## src/rtl/uart_tx_scheduler.sv

```systemverilog
// Avalon-MM master in front of uart_core: round-robin TX of two byte streams with
// status polling, and IRQ-driven RX forwarding. Optional counters: UART_SCHED_STATS_EN.
module uart_tx_scheduler #(
  parameter logic [3:0]  ADDR_TXDATA = 4'h0,
  parameter logic [3:0]  ADDR_STATUS = 4'h1,
  parameter logic [3:0]  ADDR_RXDATA = 4'h2,
  parameter int unsigned POLL_MAX    = 1024
) (
  input  logic       clk_i,
  input  logic       arst_n_i,
  input  logic [1:0] req_valid_i,
  input  logic [7:0] req_data0_i,
  input  logic [7:0] req_data1_i,
  output logic [1:0] req_ready_o,
  output logic       rx_valid_o,
  output logic [7:0] rx_data_o,
  output logic       timeout_o,
  output logic [3:0] avm_address_o,
  output logic       avm_read_o,
  output logic       avm_write_o,
  output logic [7:0] avm_writedata_o,
  input  logic [7:0] avm_readdata_i,
  input  logic       irq_i
`ifdef UART_SCHED_STATS_EN
  ,
  output logic [15:0] tx_cnt0_o,
  output logic [15:0] tx_cnt1_o,
  output logic [15:0] rx_cnt_o,
  output logic [15:0] drop_cnt_o
`endif
);

  localparam int unsigned PW = $clog2(POLL_MAX + 1);
  localparam logic [PW-1:0] POLL_LAST = PW'(POLL_MAX);

  localparam logic [2:0] IDLE    = 3'd0;
  localparam logic [2:0] RX_RD   = 3'd1;
  localparam logic [2:0] RX_WAIT = 3'd2;
  localparam logic [2:0] ST_RD   = 3'd3;
  localparam logic [2:0] ST_WAIT = 3'd4;
  localparam logic [2:0] TX_WR   = 3'd5;
  localparam logic [2:0] GAP     = 3'd6;

  logic [2:0]    state, state_nx;
  logic          last_grant;
  logic [7:0]    byte_q;
  logic [PW-1:0] poll_cnt;
  logic          resume_q;

  logic          grant_en;
  logic          grant_idx;
  logic          timeout_now;
  logic          preempt_now;

  // Prefer the requester that was not served last; fall back to the other one.
  assign grant_idx = req_valid_i[~last_grant] ? ~last_grant : last_grant;

  always_comb begin
    state_nx    = state;
    grant_en    = 1'b0;
    timeout_now = 1'b0;
    preempt_now = 1'b0;
    case (state)
      IDLE: begin
        if (irq_i) begin
          state_nx = RX_RD;
        end else if (|req_valid_i) begin
          grant_en = 1'b1;
          state_nx = ST_RD;
        end
      end
      RX_RD:   state_nx = RX_WAIT;
      RX_WAIT: state_nx = GAP;
      ST_RD:   state_nx = ST_WAIT;
      ST_WAIT: begin
        if (avm_readdata_i[0]) begin
          state_nx = TX_WR;
        end else if (poll_cnt == POLL_LAST) begin
          timeout_now = 1'b1;
          state_nx    = GAP;
        end else if (irq_i) begin
          preempt_now = 1'b1;
          state_nx    = RX_RD;
        end else begin
          state_nx = ST_RD;
        end
      end
      TX_WR:   state_nx = GAP;
      GAP:     state_nx = resume_q ? ST_RD : IDLE;
      default: state_nx = IDLE;
    endcase
  end

  // Handshake: a byte is captured on the clock edge that ends the granting IDLE
  // cycle; req_ready_o[g] pulses in the following cycle and the requester may
  // present its next byte after that pulse. Bus strobes are decoded from the
  // next state so each strobe is high for exactly the first cycle of its state.
  always_ff @(posedge clk_i or negedge arst_n_i) begin
    if (!arst_n_i) begin
      state           <= IDLE;
      last_grant      <= 1'b1;
      byte_q          <= 8'h00;
      poll_cnt        <= '0;
      resume_q        <= 1'b0;
      req_ready_o     <= 2'b00;
      rx_valid_o      <= 1'b0;
      rx_data_o       <= 8'h00;
      timeout_o       <= 1'b0;
      avm_address_o   <= ADDR_STATUS;
      avm_read_o      <= 1'b0;
      avm_write_o     <= 1'b0;
      avm_writedata_o <= 8'h00;
    end else begin
      state       <= state_nx;
      avm_read_o  <= (state_nx == RX_RD) || (state_nx == ST_RD);
      avm_write_o <= (state_nx == TX_WR);
      req_ready_o <= grant_en ? (2'b01 << grant_idx) : 2'b00;
      rx_valid_o  <= (state == RX_WAIT);
      timeout_o   <= timeout_now;

      if (state_nx == RX_RD) begin
        avm_address_o <= ADDR_RXDATA;
      end else if (state_nx == ST_RD) begin
        avm_address_o <= ADDR_STATUS;
      end else if (state_nx == TX_WR) begin
        avm_address_o   <= ADDR_TXDATA;
        avm_writedata_o <= byte_q;
      end

      if (state == RX_WAIT) begin
        rx_data_o <= avm_readdata_i;
      end

      if (grant_en) begin
        byte_q     <= grant_idx ? req_data1_i : req_data0_i;
        last_grant <= grant_idx;
        poll_cnt   <= '0;
      end else if ((state == ST_RD) && (poll_cnt != POLL_LAST)) begin
        poll_cnt <= poll_cnt + PW'(1);
      end

      // Poll count survives an RX pre-emption; only a new grant restarts it.
      if (preempt_now) begin
        resume_q <= 1'b1;
      end else if (state == GAP) begin
        resume_q <= 1'b0;
      end
    end
  end

`ifdef UART_SCHED_STATS_EN
  logic owner_q;

  always_ff @(posedge clk_i or negedge arst_n_i) begin
    if (!arst_n_i) begin
      owner_q    <= 1'b0;
      tx_cnt0_o  <= 16'h0000;
      tx_cnt1_o  <= 16'h0000;
      rx_cnt_o   <= 16'h0000;
      drop_cnt_o <= 16'h0000;
    end else begin
      if (grant_en) begin
        owner_q <= grant_idx;
      end
      if ((state == TX_WR) && !owner_q) begin
        tx_cnt0_o <= tx_cnt0_o + 16'h0001;
      end
      if ((state == TX_WR) && owner_q) begin
        tx_cnt1_o <= tx_cnt1_o + 16'h0001;
      end
      if (state == RX_WAIT) begin
        rx_cnt_o <= rx_cnt_o + 16'h0001;
      end
      if (timeout_now) begin
        drop_cnt_o <= drop_cnt_o + 16'h0001;
      end
    end
  end
`endif

endmodule
```

## config.mk

```make
export PLATFORM = sky130hd
export DESIGN_NAME = uart_tx_scheduler
export DESIGN_NICKNAME = d
export VERILOG_FILES = /design/src/rtl/uart_tx_scheduler.sv
export SDC_FILE = /design/constraint.sdc
export NUM_CORES = 1
export LEC_CHECK = 0
export ABC_AREA = 1
export BUFFER_PORTS_ARGS = -buffer_cell sky130_fd_sc_hd__clkbuf_2
export CORE_MARGIN = 1
export CORE_UTILIZATION = 50
export CTS_BUF_LIST = sky130_fd_sc_hd__clkbuf_4 sky130_fd_sc_hd__clkbuf_8 sky130_fd_sc_hd__clkbuf_16
export CTS_CLUSTER_SIZE = 10
export DETAILED_ROUTE_END_ITERATION = 10
export GPL_TIMING_DRIVEN = 0
export PLACE_DENSITY = 0.75
export SLEW_MARGIN = 40
export SYNTH_ARGS = -nofsm -noshare
export SYNTH_HDL_FRONTEND = slang
export SYNTH_SLANG_ARGS = --single-unit
```

## constraint.sdc

```tcl
create_clock -name clk_i -period 2.1 [get_ports clk_i]
set_input_delay 0.21 -clock clk_i [delete_from_list [all_inputs] [get_ports clk_i]]
set_output_delay 0.21 -clock clk_i [all_outputs]
set_load 0.1 [all_outputs]
```

==> results of run 1 <==
## metrics by stage
stage | instances | setup slack (ns) | hold slack, ns | area [µm²] | util
after floorplan | 281 | 0.516 | -0.0856 | 2350 | -
after global placement | 385 | 0.349 | 0.405 | 2670 | 0.601
after detailed placement | 385 | 0.299 | 0.300 | 2680 | 0.602
after CTS | 394 | 0.291 | 0.0961 | 2780 | 0.626
after global routing | 394 | 0.175 | 0.0981 | 2780 | 0.626
final | 394 | 0.293 | 0.104 | 2780 | 0.626
## flip-flops by register name (all words and copies together) (netlist names)
| signal | cells |
|---|---|
| avm_writedata_o | 8 |
| rx_valid_o | 1 |
| avm_address_o | 2 |
| avm_write_o | 1 |
| resume_q | 1 |
| byte_q | 8 |
| avm_read_o | 1 |
| timeout_o | 1 |
| req_ready_o | 2 |
| state | 3 |
| rx_data_o | 8 |
| poll_cnt | 11 |
| last_grant | 1 |
## how the worst min path moves through the flow
stage                            from          endpoint  slack (ns)  cells past startpoint
finish              avm_readdata_i[2]      rx_data_o[2]        0.10                      3
global route        avm_readdata_i[0]         timeout_o         0.1                      2
CTS                 avm_readdata_i[2]      rx_data_o[2]         0.1                      3
detailed placement           arst_n_i      rx_data_o[3]        0.30                      1
global placement    avm_readdata_i[2]      rx_data_o[2]        0.40                      3
floorplan                    arst_n_i  avm_address_o[1]       -0.09                      0
## timing repair
item	in CTS	in global routing
hold buffers	1	0
endpoints found under the hold margin	46	0
resized for setup	0	0
endpoints found under the setup margin	0	0
## per-layer routing
layer	wire length, µm	vias up	part of all wire
li1	-	1012	-
met1	2190	905	0.48
met2	2160	55	0.47
met3	202	2	0.044
met4	7	0	0.0015
met5	0	-	0
## worst max-delay path: stages (launching register included)
cell,delay (ns)
dfrtp_1,0.43
inv_1,0.13
ha_1,0.21
inv_1,0.05
nor2_1,0.10
nand3_2,0.12
nor2_4,0.18
o21ai_4,0.09
inv_6,0.11
nand3_4,0.13
nand2_1,0.09
nand2_1,0.05
## kinds of logic after synthesis
| logic type | after synthesis | share of synthesized area |
|---|---|---|
| XOR/XNOR | 5 | 0.0187 |
| adder cells (fa/ha/maj) | 2 | 0.0107 |
| buffers and inverters | 38 | 0.0774 |
| AO/OA/AOI/OAI | 23 | 0.0641 |
| AND/OR/NAND/NOR | 163 | 0.314 |
| other | 1 | 0.00160 |
| flip-flops | 48 | 0.514 |
## cell usage after synthesis, types with 4 or more instances
library cell	n
nor2_1	18
nand2_1	95
nand2_2	4
xor2_1	5
inv_1	24
nand3_1	22
dfrtp_1	46
nand4_1	10
nor3_1	5
o21ai_0	15
## cells in the final DEF, fill, tap and decap left out, types with 3 or more instances in the layout
cell type and instances:
xor2_1 5, nand3_1 22, o21ai_0 15, buf_6 3
inv_2 3, nand2_2 4, nor3_1 5, clkbuf_2 51
nand3_2 3, nand4_1 10, inv_1 24, clkbuf_8 6
a21oi_1 3, nand2_1 95, dfrtp_1 46, nor2_1 18
## layout make-up
cell class,count,area [µm²]
buffer,7,58.8
clock buffer,6,82.6
clock inverter,2,13.8
fill,393,1660
inverter,31,123
multi-input combinational,195,962
sequential,48,1200
tap,52,65.1
timing repair buffer,53,273
==> results.yml, run 1 <==
sta:
  clock_skew_ns: 0.00580
  max_freq_ghz: 0.553
  rsz0062_at_grt: "no"
  setup_tns_ns: 0
  setup_viol: 0
  tightest_slew_ns: 0.630
  slew_viol_final: 0
  finalCriticalPeriod_ns: 1.81
  finalHoldViolCount: 0
  post-route-period-util: 0.860
  relSlewSlack: 0.580
detailed_routing:
  ant_nets: 0
  vias: 1974
  wl_per_cell_um: 11.6
  drt-pass1-iter-count: 7
  drt-total-wl_mm: 4.56
  dr.first_iter.drc_count: 103
  drcViolationCount: 10
  vias_per_cell: 5.01
synthesis:
  synth_area_per_cell_um2: 8.37
  ys_dominant_reg_cell: "dfrtp_1"
  seq_area_frac_synth: 0.514
  yosysTopAreaCellShare: 0.491
  ys_ff_latch: 48
  yosysWarnings: 0
  yosys.area.top_type: "dfrtp_1"
  synth_area_leaders: "dfrtp_1 (49%), nand2_1 (15%), nand3_1 (4.7%)"
  synth_edf_count: 0
  synthCells: 280
  synth-async-reset-ratio: 1.00
  syn_area_um2: 2340
  synthDistinctLibCells: 31
critical_path:
  crit_fanout: 10
  crit_end: "avm_writedata_o[7]"
  reg2reg_depth: 11
  worstSetupEndpointType: "flop"
  start_kind: "flop"
  r2r-start: "poll_cnt[0]"
  cp.required_ns: 2.30
  cp_data_arrival_time_ns: 2.00
  regToRegEndpoint: "avm_writedata_o[7]"
  r2r_slack_ns: 0.29
  worstSetupStartpoint: "poll_cnt[0]"
  crit_type: "flop to flop"
status:
  outcome: "finished, violations left"
  violations: "DRC"
layout:
  drive_gt1_frac: 0.263
  antenna_cells: 0
  syn_to_final_growth_pct: 18.7
  finalNetCount: 372
global_routing:
  met3_usage: 0.0433
  grt_max_degree: 49
  grt_antenna_before_repair: 0
  grt-ovfl-total: 0
  use_met2: 0.331
  grtUsageMet1: 0.285
  grt.total_usage: 0.204
  first_global_vias: 1769
  grt_pass1_wl_mm: 8.01
  grt.busiest_layer: "met2"
placed_design:
  place.gp.congestion: 0.867
  port_buffers: 52
  dp_hpwl_mm: 3.37
clock_network:
  cts_buffer_depth: 2
  cts_setup_buffers: 0
  root_buffer: "clkbuf_8"
  cts.sinks: 48
  cts_max_level: 2
  worstSkewPairLatency_ns: 0.30
  numCtsBuffers: 5
  cts_tree: "yes"
  cts.clk_slew.worst_paths_ns: 0.09
die:
  initial_core_util: 0.527
  dieArea_um2: 4960
  die_height_um: 70.5
  core_area_um2: 4440
  rows: 24
  pin_count: 55
  die_w_um: 70.5
job:
  maxCapViolations: 0
hold_path:
  hp-class: "input port to flop"
Power of run 1 is left out: the tool's default activity adds up to more than one toggle a clock period on the data nets, which glitch-free logic cannot reach.
==> inputs of run 2 (changes only) <==
CORE_UTILIZATION = 48   (was 50)
clock period = 1.5 ns   (was 2.1 ns; I/O delays follow)
==> results.yml, run 2 (synthesis gave the netlist of run 1 again) <==
hold_path:
  hp-class: "input port to flop"
placed_design:
  port_buffers: 52
  dp_hpwl_mm: 3.37
  place.gp.congestion: 0.885
sta:
  max_freq_ghz: 0.617
  relSlewSlack: 0.564
  slew_viol_final: 0
  clock_skew_ns: 0.00743
  setup_viol: 22
  tightest_slew_ns: 0.654
  rsz0062_at_grt: "yes"
  finalCriticalPeriod_ns: 1.62
  worst_slack_ns: -0.120
  finalHoldViolCount: 0
  post-route-period-util: 1.08
layout:
  mostFrequentLayoutCells: "nand2_1 (90), clkbuf_2 (51), dfrtp_1 (45)"
  largest-register: "poll_cnt"
  fill_cells: 381
  drive_gt1_frac: 0.376
  finalNetCount: 392
  syn_to_final_growth_pct: 33.2
  final_common_cell: "nand2_1"
  finish.utilization: 0.661
  antenna_cells: 0
  largest_reg_flops: 11
die:
  initial_core_util: 0.496
  core_area_um2: 4720
  pin_count: 55
  die_w_um: 71.9
  die_height_um: 71.9
  rows: 25
  dieArea_um2: 5170
clock_network:
  numCtsBuffers: 5
  cts_buffer_depth: 2
  cts.clk_slew.worst_paths_ns: 0.09
  cts.sinks: 48
  worstSkewPairLatency_ns: 0.31
  cts_tree: "yes"
  root_buffer: "clkbuf_8"
  cts_max_level: 2
detailed_routing:
  dr.first_iter.drc_count: 146
  vias: 2084
  vias_per_cell: 4.86
  drt-pass1-iter-count: 7
  wl_per_cell_um: 12.0
  drcViolationCount: 0
  ant_nets: 0
  drt-total-wl_mm: 5.16
global_routing:
  grt_pass1_wl_mm: 8.16
  grt_max_degree: 49
  grt_antenna_before_repair: 0
  grt-ovfl-total: 0
  grt.total_usage: 0.207
  first_global_vias: 1851
status:
  violations: "setup timing"
  outcome: "finished, violations left"
critical_path:
  worstSetupEndpointType: "flop"
  cp.required_ns: 1.70
  crit_type: "flop to flop"
  worstPathBufferInverterCount: 3
  crit_fanout: 5
  cp_data_arrival_time_ns: 1.82
  slowest_delay_ns: 0.39
  r2r_slack_ns: -0.12
  crit_top_cell: "inv_2"
  cpLargestDelayFamily: "simple AND/OR/NAND/NOR gates"
  crit_chain: "inv_2 > ha_4 > inv_2 > nor2_2 > nand3_2 > nor2_4 > o21ai_4 > clkinv_4 > nand3_4 > nand2_2 > nand2_1"
  start_kind: "flop"
  slowest_stage: "dfrtp_1"
job:
  maxCapViolations: 0
-- run 2: changes by cell type in the layout (fill, tap and decap cells not counted), sizes merged --
cell      delta
buf         +16
clkbuf       +1
clkinv       -3
clkinvlp     +5
inv          -1
nand2        +1
nand3        +1
-- run 2: metal layers --
| metal | global-route usage | share of wire | vias up |
|---|---|---|---|
| li1 | - | - | 1055 |
| met1 | 0.276 | 0.47 | 965 |
| met2 | 0.322 | 0.47 | 54 |
| met3 | 0.0422 | 0.037 | 10 |
| met4 | 0.100 | 0.024 | 0 |
| met5 | 0 | 0 | - |
-- run 2: worst paths after layout --
path,end,cells after the start,startpoint
hold reg to reg,rx_data_o[1],2,rx_data_o[1]
setup / recovery,avm_writedata_o[0],11,poll_cnt[1]
min in group asynchronous,avm_write_o,2,arst_n_i
setup reg to reg,avm_writedata_o[0],11,poll_cnt[1]
hold / removal,byte_q[4],3,req_data0_i[4]
max in group asynchronous,state[1],2,arst_n_i
-- run 2: through the flow --
| stage | setup WS [ns] | area (µm²) | std cells | hold slack, ns | setup TNS (ns) |
|---|---|---|---|---|---|
| floorplan | -0.0736 | 2360 | 281 | -0.146 | -0.573 |
| global placement | -0.205 | 2710 | 400 | 0.349 | -3.26 |
| detailed placement | -0.244 | 2710 | 400 | 0.242 | -4.02 |
| CTS | -0.0826 | 3000 | 423 | 0.0364 | -0.953 |
| global route | -0.192 | 3120 | 429 | 0.0404 | -3.54 |
| finish | -0.120 | 3120 | 429 | 0.0402 | -1.65 |
-- run 2: timing repair --
action / CTS / global route
gates resized for setup: 24 / 28
buffers inserted: 12 / 4
cloned: 2 / 2
hold buffers: 1 / 0
hold endpoints to repair: 46 / 0
endpoints found under the setup margin: 24 / 36
pin swaps: 18 / 12
-- run 2: worst min-delay path, delay by kind of cell --
family | cells | cell delay, ns
buf+inv | 1 | 0.07
simple gates | 2 | 0.09
-- run 2: layout make-up --
cell class	instances	area [µm²]	area share
inverters	31	136	0.0437
flip-flops and latches	48	1200	0.386
repair buffers	69	413	0.132
well taps	67	83.8	0.0269
repair inverters	2	12.5	0.00401
plain buffers	7	70.1	0.0224
clock inverters	1	7.51	0.00240
clock buffers	7	90.1	0.0289
multi-input cells	197	1100	0.354
Power of run 2 is left out for the same reason.
==> inputs of run 3 (changes only) <==
CORE_UTILIZATION = 25   (was 48)
PLACE_DENSITY = 0.54   (was 0.75)
==> results.yml, run 3 (synthesis gave the netlist of run 1 again) <==
global_routing:
  grt_max_degree: 49
  grtUsageMet1: 0.163
  grt_antenna_before_repair: 0
  grt_pass1_wl_mm: 9.56
  use_met2: 0.200
  grt.busiest_layer: "met2"
  grt.total_usage: 0.124
  met3_usage: 0.0241
  first_global_vias: 2047
  grt-ovfl-total: 0
clock_network:
  worstSkewPairLatency_ns: 0.31
  cts_buffer_depth: 2
  cts_tree: "yes"
  cts.clk_slew.worst_paths_ns: 0.09
  numCtsBuffers: 5
  root_buffer: "clkbuf_8"
  cts.sinks: 48
  cts_max_level: 2
die:
  die_height_um: 98.8
  initial_core_util: 0.264
  rows: 34
  die_w_um: 98.8
  pin_count: 55
  core_area_um2: 8890
  dieArea_um2: 9770
layout:
  fill_cells: 912
  syn_to_final_growth_pct: 38.3
  mostFrequentLayoutCells: "nand2_1 (85), clkbuf_2 (51), dfrtp_1 (45)"
  drive_gt1_frac: 0.401
  antenna_cells: 0
  final_common_cell: "nand2_1"
  largest-register: "poll_cnt"
  largest_reg_flops: 11
  finalNetCount: 392
critical_path:
  crit_chain: "inv_2 > ha_4 > inv_2 > nor2_2 > nand3_2 > o21bai_4 > a21oi_4 > buf_2 > nand4_1 > nand2_1"
  crit_top_cell: "inv_2"
  slowest_stage: "dfrtp_1"
  crit_fanout: 5
  worstSetupEndpointType: "flop"
  crit_type: "flop to flop"
  slowest_delay_ns: 0.40
  cp_data_arrival_time_ns: 1.81
  cp.required_ns: 1.71
  start_kind: "flop"
detailed_routing:
  drt-pass1-iter-count: 4
  vias: 2113
  drcViolationCount: 0
  drt-total-wl_mm: 5.80
  ant_nets: 0
  vias_per_cell: 4.50
  dr.first_iter.drc_count: 108
  wl_per_cell_um: 12.3
status:
  outcome: "finished, violations left"
  violations: "setup timing"
sta:
  post-route-period-util: 1.07
  slew_viol_final: 0
  rsz0062_at_grt: "yes"
  max_freq_ghz: 0.625
  holdWs_ns: 0.0418
  tightest_slew_ns: 0.662
  finalHoldViolCount: 0
  relSlewSlack: 0.559
  finalCriticalPeriod_ns: 1.60
  worst_slack_ns: -0.0992
  clock_skew_ns: 0.0111
  setup_viol: 23
job:
  maxCapViolations: 0
placed_design:
  port_buffers: 52
  place.gp.congestion: 0.786
  dp_hpwl_mm: 3.86
hold_path:
  hp-class: "input port to flop"
-- run 3: changes by cell type in the layout (fill, tap and decap cells not counted), moves of 2 or more --
cell / delta
nand2_1: -5
nand2_2: +5
buf_4: -2
clkinv_4: +2
-- run 3: cell type report --
class	count	area, µm²	area share
multi-input combinational	197	1140	0.352
inverter	31	139	0.0428
timing repair buffer	69	414	0.128
clock buffer	6	82.6	0.0255
timing repair inverter	2	15.0	0.00463
clock inverter	2	38.8	0.0120
sequential	48	1200	0.372
buffer	7	72.6	0.0224
tap	108	135	0.0417
-- run 3: through the flow --
step / area [µm²] / instances / setup slack (ns) / utilization / TNS, ns
finish: 3240 / 470 / -0.0992 / 0.365 / -1.46
global route: 3240 / 470 / -0.207 / 0.365 / -3.93
CTS: 3060 / 462 / -0.0819 / 0.344 / -1.01
detailed placement: 2760 / 441 / -0.249 / 0.310 / -4.23
global placement: 2760 / 441 / -0.240 / 0.310 / -3.98
floorplan: 2360 / 281 / -0.0736 / - / -0.573
-- run 3: worst max-delay path: cells and delay by family, from the launching register on --
family,cells,cell delay [ns]
simple gates,4,0.35
compound gates,2,0.31
fa+ha+maj,1,0.14
flops,1,0.40
buf+inv,3,0.29
-- run 3: worst paths after layout --
kind / cells after the start / to / from / slack [ns]
setup / recovery: 10 / avm_writedata_o[7] / poll_cnt[1] / -0.1
hold / removal: 2 / timeout_o / avm_readdata_i[0] / 0.04
setup reg to reg: 10 / avm_writedata_o[7] / poll_cnt[1] / -0.1
min in group asynchronous: 2 / poll_cnt[3] / arst_n_i / 0.44
max in group asynchronous: 2 / poll_cnt[2] / arst_n_i / 0.60
hold reg to reg: 2 / rx_data_o[7] / rx_data_o[7] / 0.49
-- run 3: per-layer routing --
layer / part of all wire / routed length, µm
met1: 0.48 / 2760
met2: 0.47 / 2730
met3: 0.038 / 219
met4: 0.015 / 87
met5: 0 / 0
-- run 3: timing repair --
item | in CTS | in global routing
resized for setup | 27 | 39
hold buffers | 1 | 0
endpoints found under the hold margin | 46 | 0
setup buffers | 10 | 5
pin swaps | 11 | 8
gates cloned | 2 | 3
setup endpoints to repair | 23 | 42
Power of run 3 is left out for the same reason.
